--- src/rtl/alu_rs_pkg.sv ---
// Shared types and widths for the ALU reservation station.
package alu_rs_pkg;

  localparam int unsigned OP_W        = 6;
  localparam int unsigned DATA_W      = 32;
  localparam int unsigned ADDR_W      = 32;
  localparam int unsigned ROB_W       = 4;
  localparam int unsigned RS_SIZE_DEF = 8;

  localparam logic TRUE  = 1'b1;
  localparam logic FALSE = 1'b0;

  typedef logic [OP_W-1:0]   openum_t;
  typedef logic [DATA_W-1:0] data_t;
  typedef logic [ADDR_W-1:0] addr_t;
  typedef logic [ROB_W-1:0]  rob_index_t;

  typedef struct packed {
    logic       busy;
    openum_t    op;
    data_t      vj;
    rob_index_t qj;
    logic       has_qj;
    data_t      vk;
    rob_index_t qk;
    logic       has_qk;
    rob_index_t rob_index;
    addr_t      pc;
    data_t      imm;
  } rs_entry_t;

  typedef struct packed {
    logic       ready;
    openum_t    op;
    data_t      rs1;
    data_t      rs2;
    rob_index_t rob_index;
    addr_t      pc;
    data_t      imm;
  } rs_issue_t;

  // True when a valid CDB broadcast carries the tag an operand is waiting on.
  function automatic logic cdb_hit(input logic valid, input rob_index_t bus_tag,
                                   input rob_index_t want);
    return valid && (bus_tag == want);
  endfunction

endpackage

--- src/rtl/alu_rs_select.sv ---
// Fixed-priority finder: index of the lowest set bit plus a found flag.
module alu_rs_select
  import alu_rs_pkg::*;
#(
  parameter int unsigned N = RS_SIZE_DEF
) (
  input  logic [N-1:0]         vec_i,
  output logic [$clog2(N)-1:0] idx_o,
  output logic                 found_o
);

  localparam int unsigned IW = $clog2(N);

  // Scan high to low so the lowest set bit is the last one written.
  always_comb begin
    idx_o   = '0;
    found_o = FALSE;
    for (int i = int'(N) - 1; i >= 0; i--) begin
      if (vec_i[i]) begin
        idx_o   = IW'(i);
        found_o = TRUE;
      end
    end
  end

endmodule

--- src/rtl/alu_rs.sv ---
// ALU reservation station: dispatch with CDB forwarding, wake-up, and
// lowest-index-first issue of one ready entry per cycle.
module alu_rs
  import alu_rs_pkg::*;
#(
  parameter int unsigned RS_SIZE = RS_SIZE_DEF
) (
  input  logic        clk_in,
  input  logic        rst_in,
  input  logic        rdy_in,
  input  logic        clr_in,
  input  logic        dsp_valid,
  input  logic [5:0]  dsp_op,
  input  logic [31:0] dsp_pc,
  input  logic [31:0] dsp_imm,
  input  logic [3:0]  dsp_rob_index,
  input  logic [31:0] dsp_vj,
  input  logic [3:0]  dsp_qj,
  input  logic        dsp_has_qj,
  input  logic [31:0] dsp_vk,
  input  logic [3:0]  dsp_qk,
  input  logic        dsp_has_qk,
  input  logic        alu_ready,
  input  logic [31:0] alu_result,
  input  logic [3:0]  alu_rob_index,
  input  logic        lsb_ready,
  input  logic [31:0] lsb_result,
  input  logic [3:0]  lsb_rob_index,
  output logic        rs_full,
  output logic        rs_to_alu_ready,
  output logic [5:0]  rs_to_alu_op,
  output logic [31:0] rs_to_alu_rs1,
  output logic [31:0] rs_to_alu_rs2,
  output logic [3:0]  rs_to_alu_rob_index,
  output logic [31:0] rs_to_alu_PC,
  output logic [31:0] rs_to_alu_imm
);

  localparam int unsigned IDX_W = $clog2(RS_SIZE);

  rs_entry_t           ent_q [RS_SIZE];
  rs_entry_t           ent_d [RS_SIZE];
  rs_issue_t           out_q;
  rs_issue_t           out_d;
  rs_entry_t           dsp_ent;
  logic [RS_SIZE-1:0]  free_vec;
  logic [RS_SIZE-1:0]  rdy_vec;
  logic [IDX_W-1:0]    free_idx;
  logic [IDX_W-1:0]    rdy_idx;
  logic                free_found;
  logic                rdy_found;

  // Candidate vectors come from registered state only.
  always_comb begin
    free_vec = '0;
    rdy_vec  = '0;
    for (int i = 0; i < int'(RS_SIZE); i++) begin
      free_vec[i] = ~ent_q[i].busy;
      rdy_vec[i]  = ent_q[i].busy & ~ent_q[i].has_qj & ~ent_q[i].has_qk;
    end
  end

  alu_rs_select #(.N(RS_SIZE)) u_free_sel (
    .vec_i   (free_vec),
    .idx_o   (free_idx),
    .found_o (free_found)
  );

  alu_rs_select #(.N(RS_SIZE)) u_rdy_sel (
    .vec_i   (rdy_vec),
    .idx_o   (rdy_idx),
    .found_o (rdy_found)
  );

  assign rs_full = ~free_found;

  // Incoming entry with same-cycle CDB forwarding; port 0 wins.
  always_comb begin
    dsp_ent           = '0;
    dsp_ent.busy      = TRUE;
    dsp_ent.op        = dsp_op;
    dsp_ent.vj        = dsp_vj;
    dsp_ent.qj        = dsp_qj;
    dsp_ent.has_qj    = dsp_has_qj;
    dsp_ent.vk        = dsp_vk;
    dsp_ent.qk        = dsp_qk;
    dsp_ent.has_qk    = dsp_has_qk;
    dsp_ent.rob_index = dsp_rob_index;
    dsp_ent.pc        = dsp_pc;
    dsp_ent.imm       = dsp_imm;
    if (dsp_has_qj) begin
      if (cdb_hit(alu_ready, alu_rob_index, dsp_qj)) begin
        dsp_ent.vj     = alu_result;
        dsp_ent.has_qj = FALSE;
      end else if (cdb_hit(lsb_ready, lsb_rob_index, dsp_qj)) begin
        dsp_ent.vj     = lsb_result;
        dsp_ent.has_qj = FALSE;
      end
    end
    if (dsp_has_qk) begin
      if (cdb_hit(alu_ready, alu_rob_index, dsp_qk)) begin
        dsp_ent.vk     = alu_result;
        dsp_ent.has_qk = FALSE;
      end else if (cdb_hit(lsb_ready, lsb_rob_index, dsp_qk)) begin
        dsp_ent.vk     = lsb_result;
        dsp_ent.has_qk = FALSE;
      end
    end
  end

  always_comb begin
    ent_d = ent_q;
    out_d = out_q;
    if (rdy_in) begin
      if (clr_in) begin
        for (int i = 0; i < int'(RS_SIZE); i++) begin
          ent_d[i].busy = FALSE;
        end
        out_d = '0;
      end else begin
        out_d = '0;
        for (int i = 0; i < int'(RS_SIZE); i++) begin
          if (ent_q[i].busy && ent_q[i].has_qj) begin
            if (cdb_hit(alu_ready, alu_rob_index, ent_q[i].qj)) begin
              ent_d[i].vj     = alu_result;
              ent_d[i].has_qj = FALSE;
            end else if (cdb_hit(lsb_ready, lsb_rob_index, ent_q[i].qj)) begin
              ent_d[i].vj     = lsb_result;
              ent_d[i].has_qj = FALSE;
            end
          end
          if (ent_q[i].busy && ent_q[i].has_qk) begin
            if (cdb_hit(alu_ready, alu_rob_index, ent_q[i].qk)) begin
              ent_d[i].vk     = alu_result;
              ent_d[i].has_qk = FALSE;
            end else if (cdb_hit(lsb_ready, lsb_rob_index, ent_q[i].qk)) begin
              ent_d[i].vk     = lsb_result;
              ent_d[i].has_qk = FALSE;
            end
          end
        end
        if (rdy_found) begin
          ent_d[rdy_idx].busy = FALSE;
          out_d.ready         = TRUE;
          out_d.op            = ent_q[rdy_idx].op;
          out_d.rs1           = ent_q[rdy_idx].vj;
          out_d.rs2           = ent_q[rdy_idx].vk;
          out_d.rob_index     = ent_q[rdy_idx].rob_index;
          out_d.pc            = ent_q[rdy_idx].pc;
          out_d.imm           = ent_q[rdy_idx].imm;
        end
        // Issued slot is busy and the free slot is not, so they never collide.
        if (dsp_valid && free_found) begin
          ent_d[free_idx] = dsp_ent;
        end
      end
    end
  end

  always_ff @(posedge clk_in or posedge rst_in) begin
    if (rst_in) begin
      for (int i = 0; i < int'(RS_SIZE); i++) begin
        ent_q[i] <= '0;
      end
      out_q <= '0;
    end else begin
      ent_q <= ent_d;
      out_q <= out_d;
    end
  end

  assign rs_to_alu_ready     = out_q.ready;
  assign rs_to_alu_op        = out_q.op;
  assign rs_to_alu_rs1       = out_q.rs1;
  assign rs_to_alu_rs2       = out_q.rs2;
  assign rs_to_alu_rob_index = out_q.rob_index;
  assign rs_to_alu_PC        = out_q.pc;
  assign rs_to_alu_imm       = out_q.imm;

endmodule

--- config.mk ---
export PLATFORM = sky130hd
export DESIGN_NAME = alu_rs
export DESIGN_NICKNAME = d
export VERILOG_FILES = /design/src/rtl/alu_rs_pkg.sv /design/src/rtl/alu_rs_select.sv /design/src/rtl/alu_rs.sv
export SDC_FILE = /design/constraint.sdc
export NUM_CORES = 2
export LEC_CHECK = 0
export CAP_MARGIN = 30
export CELL_PAD_IN_SITES_DETAIL_PLACEMENT = 1
export CELL_PAD_IN_SITES_GLOBAL_PLACEMENT = 1
export CORE_MARGIN = 2
export CORE_UTILIZATION = 51
export DETAILED_ROUTE_END_ITERATION = 8
export PLACE_DENSITY_LB_ADDON = 0.1
export SYNTH_ARGS = -nofsm -noshare
export SYNTH_HDL_FRONTEND = slang
export SYNTH_SLANG_ARGS = --single-unit
--- constraint.sdc ---
create_clock -name clk_in -period 99.2 [get_ports clk_in]
set_clock_uncertainty 0.1 [all_clocks]
set_input_delay 19.84 -clock clk_in [delete_from_list [all_inputs] [get_ports clk_in]]
set_output_delay 19.84 -clock clk_in [all_outputs]
set_load 0.02 [all_outputs]
After elaboration in Yosys (flattened, before gate mapping)
Index checks and enable logic that the tools add are counted.
{"block": "word_totals", "out_inout_bits": 140, "regBits": 1331, "input_bits": 227, "word_cells": 454}
{"block": "op_classes", "bitwise": 36, "reduce_logical": 56, "n_mux": 227, "magnitude_cmp": 4, "n_eq_ne": 36}
{"op": "two-way mux 1192 bit", "n": 4}
{"op": "two-way mux 32 bit", "n": 86}
{"op": "bitwise mux 1192 bit", "n": 2}
{"op": "demux 149 bit (select 3 bit)", "n": 2}
{"op": "binary-select mux 149 bit (select 3 bit)", "n": 1}
{"op": "two-way mux 149 bit", "n": 2}
{"op": "two-way mux 148 bit", "n": 2}
{"op": "two-way mux 139 bit", "n": 2}
{"op": "== test 4 bit", "n": 36}
{"op": "two-way mux 1 bit", "n": 110}
{"op": "logical AND 1 bit", "n": 55}
{"op": "two-way mux 3 bit", "n": 16}
{"op": "inverter 1 bit", "n": 18}
{"op": "AND 1 bit", "n": 16}
{"op": ">= comparator 4 bit, second input constant", "n": 2}
{"op": "less-than comparator 4 x 1 -> 1 bit, second input constant", "n": 2}
{"op": "inverter 3 -> 4 bit", "n": 2}
{"op": "AND reduction 2 bit", "n": 1}

Logic depth before layout (Yosys ltp)
{"block": "logic_depth", "depth_word": 23, "mapped_depth": 12, "ltp_nobuf": 6}

Cells and area by module
Synthesis repeated with hierarchy kept, for this count alone.
{"block": "hier_totals", "hier_cells": 7347, "hier_area_um2": 72066.6}
{"module": "alu_rs", "n_inst": 1, "seq_area_each_um2": 33306.9, "area_per_inst_um2": 71906.5, "cells_per_inst": 7321}
{"module": "alu_rs_select", "n_inst": 2, "seq_area_each_um2": 0.0, "area_per_inst_um2": 80.1, "cells_per_inst": 13}

Least setup slack after synthesis
OpenSTA, ideal clock, no wires.
{"block": "synth_timing", "path_kind": "input port to flip-flop", "startpoint": "in lsb_rob_index[2]", "endpoint": "reg ent_q[709] in the netlist's numbering", "stages": 9, "path_buffers": 3, "path_slack_ns": 77.212, "arrival_time_ns": 21.754, "t_required_ns": 98.967, "setup_time_ns": 0.133, "path_cell_list": "buf_2 -> buf_2 -> xnor2_1 -> nand3_1 -> or2_2 -> a211o_1 -> clkbuf_1 -> a211oi_1 -> a211oi_1"}
{"block": "synth_between", "elab_chain_len": 13, "elab_cells_between_ends": 18, "cone_classes": "eq/ne (2); mux (14); reduce/logical (2)"}
{"item": "start, declared", "line_no": "alu_rs.sv:28", "source": "input logic [3:0] lsb_rob_index,"}
{"item": "== test 4 bit", "line_no": "alu_rs_pkg.sv:45", "source": "return valid && (bus_tag == want);"}
{"item": "logical AND 1 bit", "line_no": "alu_rs_pkg.sv:45"}
{"item": "two-way mux 32 bit", "line_no": "alu_rs.sv:127", "source": "end else if (cdb_hit(lsb_ready, lsb_rob_index, ent_q[i].qj)) begin"}
{"item": "two-way mux 32 bit", "line_no": "alu_rs.sv:124", "source": "if (cdb_hit(alu_ready, alu_rob_index, ent_q[i].qj)) begin"}
{"item": "two-way mux 32 bit", "line_no": "alu_rs.sv:123", "source": "if (ent_q[i].busy && ent_q[i].has_qj) begin"}
{"item": "two-way mux 32 bit", "line_no": "alu_rs.sv:115", "source": "if (clr_in) begin"}
{"item": "two-way mux 32 bit", "line_no": "alu_rs.sv:114", "source": "if (rdy_in) begin"}
{"item": "bitwise mux 1192 bit", "line_no": "alu_rs.sv:143", "source": "ent_d[rdy_idx].busy = FALSE;"}
{"item": "two-way mux 1192 bit", "line_no": "alu_rs.sv:142", "source": "if (rdy_found) begin"}
{"item": "two-way mux 1192 bit", "line_no": "alu_rs.sv:115"}
{"item": "two-way mux 1192 bit", "line_no": "alu_rs.sv:114"}
{"item": "bitwise mux 1192 bit", "line_no": "alu_rs.sv:154", "source": "ent_d[free_idx] = dsp_ent;"}
{"item": "two-way mux 1192 bit *", "line_no": "alu_rs.sv:153", "source": "if (dsp_valid && free_found) begin"}
{"item": "end signal, assigned", "line_no": "alu_rs.sv:167", "source": "ent_q <= ent_d;"}
{"item": "end, declared", "line_no": "alu_rs.sv:41", "source": "rs_entry_t ent_q [RS_SIZE];"}
Mark *: on every way between the ends. The rest lies on a longest branch, timed or not. The select of a mux whose other input is x is not followed.
A chain may end at the register's enable or synchronous reset.

Worst setup path after layout
{"block": "layout_timing", "startpoint": "in rdy_in", "endpoint": "reg ent_q[728] in the netlist's numbering"}
{"block": "layout_between", "elab_chain_len": 1}
{"item": "start, declared", "line_no": "alu_rs.sv:10", "source": "input logic rdy_in,"}
{"item": "AND reduction 2 bit (no source line)"}
No other way between the ends.

==> summary.txt <==
Power
  • Seq pwr share: approximately 43%
  • Power Internal: 1.06 mW
  • Peak supply drop: 15.0 µV
  • Pwr Density: 18.8 nW/µm²
  • Clock power frac: 38.8%
  • Psw: around 0.48 mW
  • Net Sw Frac: 31.0%
  • Comb power frac: 18.3%
  • Leakage power: approximately 37 nW
  • Power, Total: roughly 1.5 mW

Setup path
  • Worst r2r src: ent_q[893]
  • Reg-to-reg endpoint: rs_to_alu_PC[20]
  • Crit end category: flip-flop
  • Worst Path Required: 99.80 ns
  • WP data arrival: 24.61 ns
  • Critical path type: in -> reg
  • R2R Setup Slk: 94.39 ns
  • Worst Setup Start Kind: input pin
  • Register-to-Register Path Depth: 8
  • CP max FO: 61

Global routing
  • Busiest grt layer: met2
  • Largest net degree at the start of global routing: roughly 170
  • GRT overflow: 0
  • GR Layer Usage met1: a little over half
  • Met3 usage: 11.8%
  • Initial antenna violation count: 36
  • Vias in the first global route: 73.0k
  • First-pass GRT wire length: 468,000 µm
  • Total GRT Usage: 43.5%
  • Met2 Usage GRT: 67.6%

Cells and area
  • Post-Route Utilization: 58.5%
  • Share of cells above drive strength 1: 9.66%
  • Layout overhead on the synthesized area: 14.0%
  • Final-stage net count: 8,210

Drt
  • Initial DRC count: roughly 8.4k
  • DR WL/cell: 31.5 µm
  • First drt pass iteration count: 9
  • # DRC: 3
  • WL final: between 300,000 and 400,000 µm
  • Routed vias/inst: 6.95
  • Vias: 69.5k
  • Final ANT Viol Nets: 0

Logic synthesis
  • Leading area contributor after synthesis: dfrtp_1
  • Synthesized flop and latch total: 1,331
  • Sequential area share after synthesis: 46.5%
  • Number of synthesized flops with an enable pin: 0
  • Synthesized area: 71,600 µm²
  • Top cell type's share of synthesized area: 46.5%
  • Syn nets: 8,338
  • Synthesized instance count: 8,111
  • Post-synth cell types: between 70 and 80
  • Avg Inst Size Synth: 8.82 µm²
  • Synthesis warning total: 0
  • Synth area leaders: dfrtp_1 47%, nand2_1 12%, mux2i_1 4.5%, a221oi_1 4.4%, clkbuf_1 3.2%
  • Most used DFF post-synth: dfrtp_1
  • Async set or reset register ratio after synthesis: 100%

Place
  • Final HPWL DP: roughly 180,000 µm
  • Pre-CTS setup slack: 74.59 ns
  • Port bufs: 366
  • Placer's final routability congestion estimate: around 0.94

Run status
  • Failing checks: design-rule violations
  • Status: finished with violations

Floorplanning
  • Chip Height: ~380 µm
  • Core Region: 139,000 µm²
  • Std cell rows: 137
  • Chip width: 379 µm
  • Die area: about 140,000 µm²
  • Starting Density: 51.4%
  • Total I/O pin count: 367

Clock tree
  • Max clock buf depth: 3
  • CTS Sinks: between 1k and 1.5k
  • CTS tree: built
  • Post-CTS Hold Fix Bufs: 0
  • Clock slew at reported path FFs: 0.06 ns
  • H-tree levels: 4
  • Worst-Skew Late Latency: 0.81 ns
  • Total CTS buffers: around 150
  • Setup Fix Bufs, Post-CTS: 0
  • CTS root buffer: clkbuf_16
  • Post_cts resized: 0

STA
  • Slew Limit Fails: 0
  • Worst hold margin: 0.375 ns
  • Tightest Pin Transition: 1.16 ns
  • Final setup fails: 0
  • Max_slew headroom: 21.9%
  • Final Cycle Share: 24.2%
  • Final hold vios: 0
  • Fmax: 0.0416 GHz
  • RSZ-0062 raised after global routing: false
  • Post-route setup slack: 75.19 ns
  • Setup TNS Final: 0 ns
  • Tmin final: 24.01 ns

Worst hold path
  • Hold Path Depth: 2
  • HP Class: reg -> reg
  • Hold path endpoint: ent_q[899]
  • Hold Path Origin: ent_q[899]

Flow run
  • Max_cap viols: 0
[synth_stat cells, types with 106 or more instances]
cell	count
nor2_1	175
nand3b_1	106
buf_2	182
inv_1	206
a21oi_1	376
mux2_2	190
nor3_1	294
mux2i_1	324
dfrtp_1	1331
clkbuf_1	606
a221oi_1	356
a211oi_1	121
o2bb2ai_1	123
a32o_1	137
nand2_1	2251
o22ai_1	204
o21ai_0	196
[area by class of cell]
class | instances | area (µm²)
antenna | 13 | 32.5
clock buffer | 218 | 4470
clock inverter | 57 | 744
fill | 15700 | 57800
inverter | 209 | 797
multi-input combinational | 5697 | 34200
sequential | 1331 | 33300
tap | 1876 | 2350
timing repair buffer | 592 | 5700
[state kept, by name, indices dropped and copies added (netlist names)]
name and flops:
rs_to_alu_rs2 32, rs_to_alu_ready 1, rs_to_alu_PC 32, ent_q 1192, rs_to_alu_rs1 32, rs_to_alu_op 6, rs_to_alu_imm 32, rs_to_alu_rob_index 4
[kinds of logic after synthesis]
kind of cell           Yosys count  share of synthesized area, %
flip-flops                    1331                          46.5
multiplexers                   517                          7.57
buffers and inverters         1083                          6.21
AO/OA/AOI/OAI                 1843                          18.9
AND/OR/NAND/NOR               3208                          19.2
XOR/XNOR                       129                          1.58
[metal layers]
layer  part of all wire, %  vias up
met4                   7.0       38
met5                 0.076        -
met2                    45     4451
met3                    11     1366
li1                      -    28300
met1                    37    35300
[worst max-delay path, cell delays in order]
cell and delay, ns:
clkdlybuf4s50_1 0.74, nor2b_4 0.24, buf_4 0.44, nand2_1 0.34, nor2_4 0.20, buf_4 0.41
buf_4 0.83, buf_4 0.97, nor3_1 0.16, a211oi_1 0.30
[power groups by stage]
stage,clock network (mW),logic (mW),registers [mW]
2_1_floorplan,0,0.170,0.664
3_3_place_gp,0,0.258,0.663
3_5_place_dp,0,0.272,0.667
4_1_cts,0.599,0.275,0.658
5_1_grt,0.621,0.302,0.667
6_report,0.596,0.282,0.660
[stage by stage]
| step | cells | instance area, µm² |
|---|---|---|
| 2_1_floorplan | 8111 | 71600 |
| 3_3_place_gp | 9688 | 75900 |
| 3_5_place_dp | 9697 | 76100 |
| 4_1_cts | 9972 | 81300 |
| 5_1_grt | 9986 | 81600 |
| 6_report | 9993 | 81600 |
[cell usage in the layout (no fill, tap or decap), drive strengths merged, types with 54 or more instances in the layout]
| cell type | n |
|---|---|
| a211oi | 124 |
| a21oi | 379 |
| a221oi | 356 |
| a32o | 137 |
| and3 | 54 |
| buf | 225 |
| clkbuf | 219 |
| clkdlybuf4s50 | 366 |
| dfrtp | 1331 |
| inv | 217 |
| mux2 | 193 |
| mux2i | 324 |
| nand2 | 2251 |
| nand3 | 98 |
| nand3b | 106 |
| nor2 | 178 |
| nor3 | 296 |
| o21ai | 207 |
| o22ai | 204 |
| o2bb2ai | 123 |
| xnor2 | 54 |
| xor2 | 75 |
[worst max path at each step]
stage | cells after the start | to | from
2_1_floorplan | 1 | ent_q[0] | rst_in
4_1_cts | 10 | ent_q[728] | rdy_in
3_3_place_gp | 10 | ent_q[721] | rdy_in
6_report | 10 | ent_q[728] | rdy_in
5_1_grt | 10 | ent_q[731] | rdy_in
3_5_place_dp | 10 | ent_q[731] | rdy_in
(Power assumes the default switching activity.)
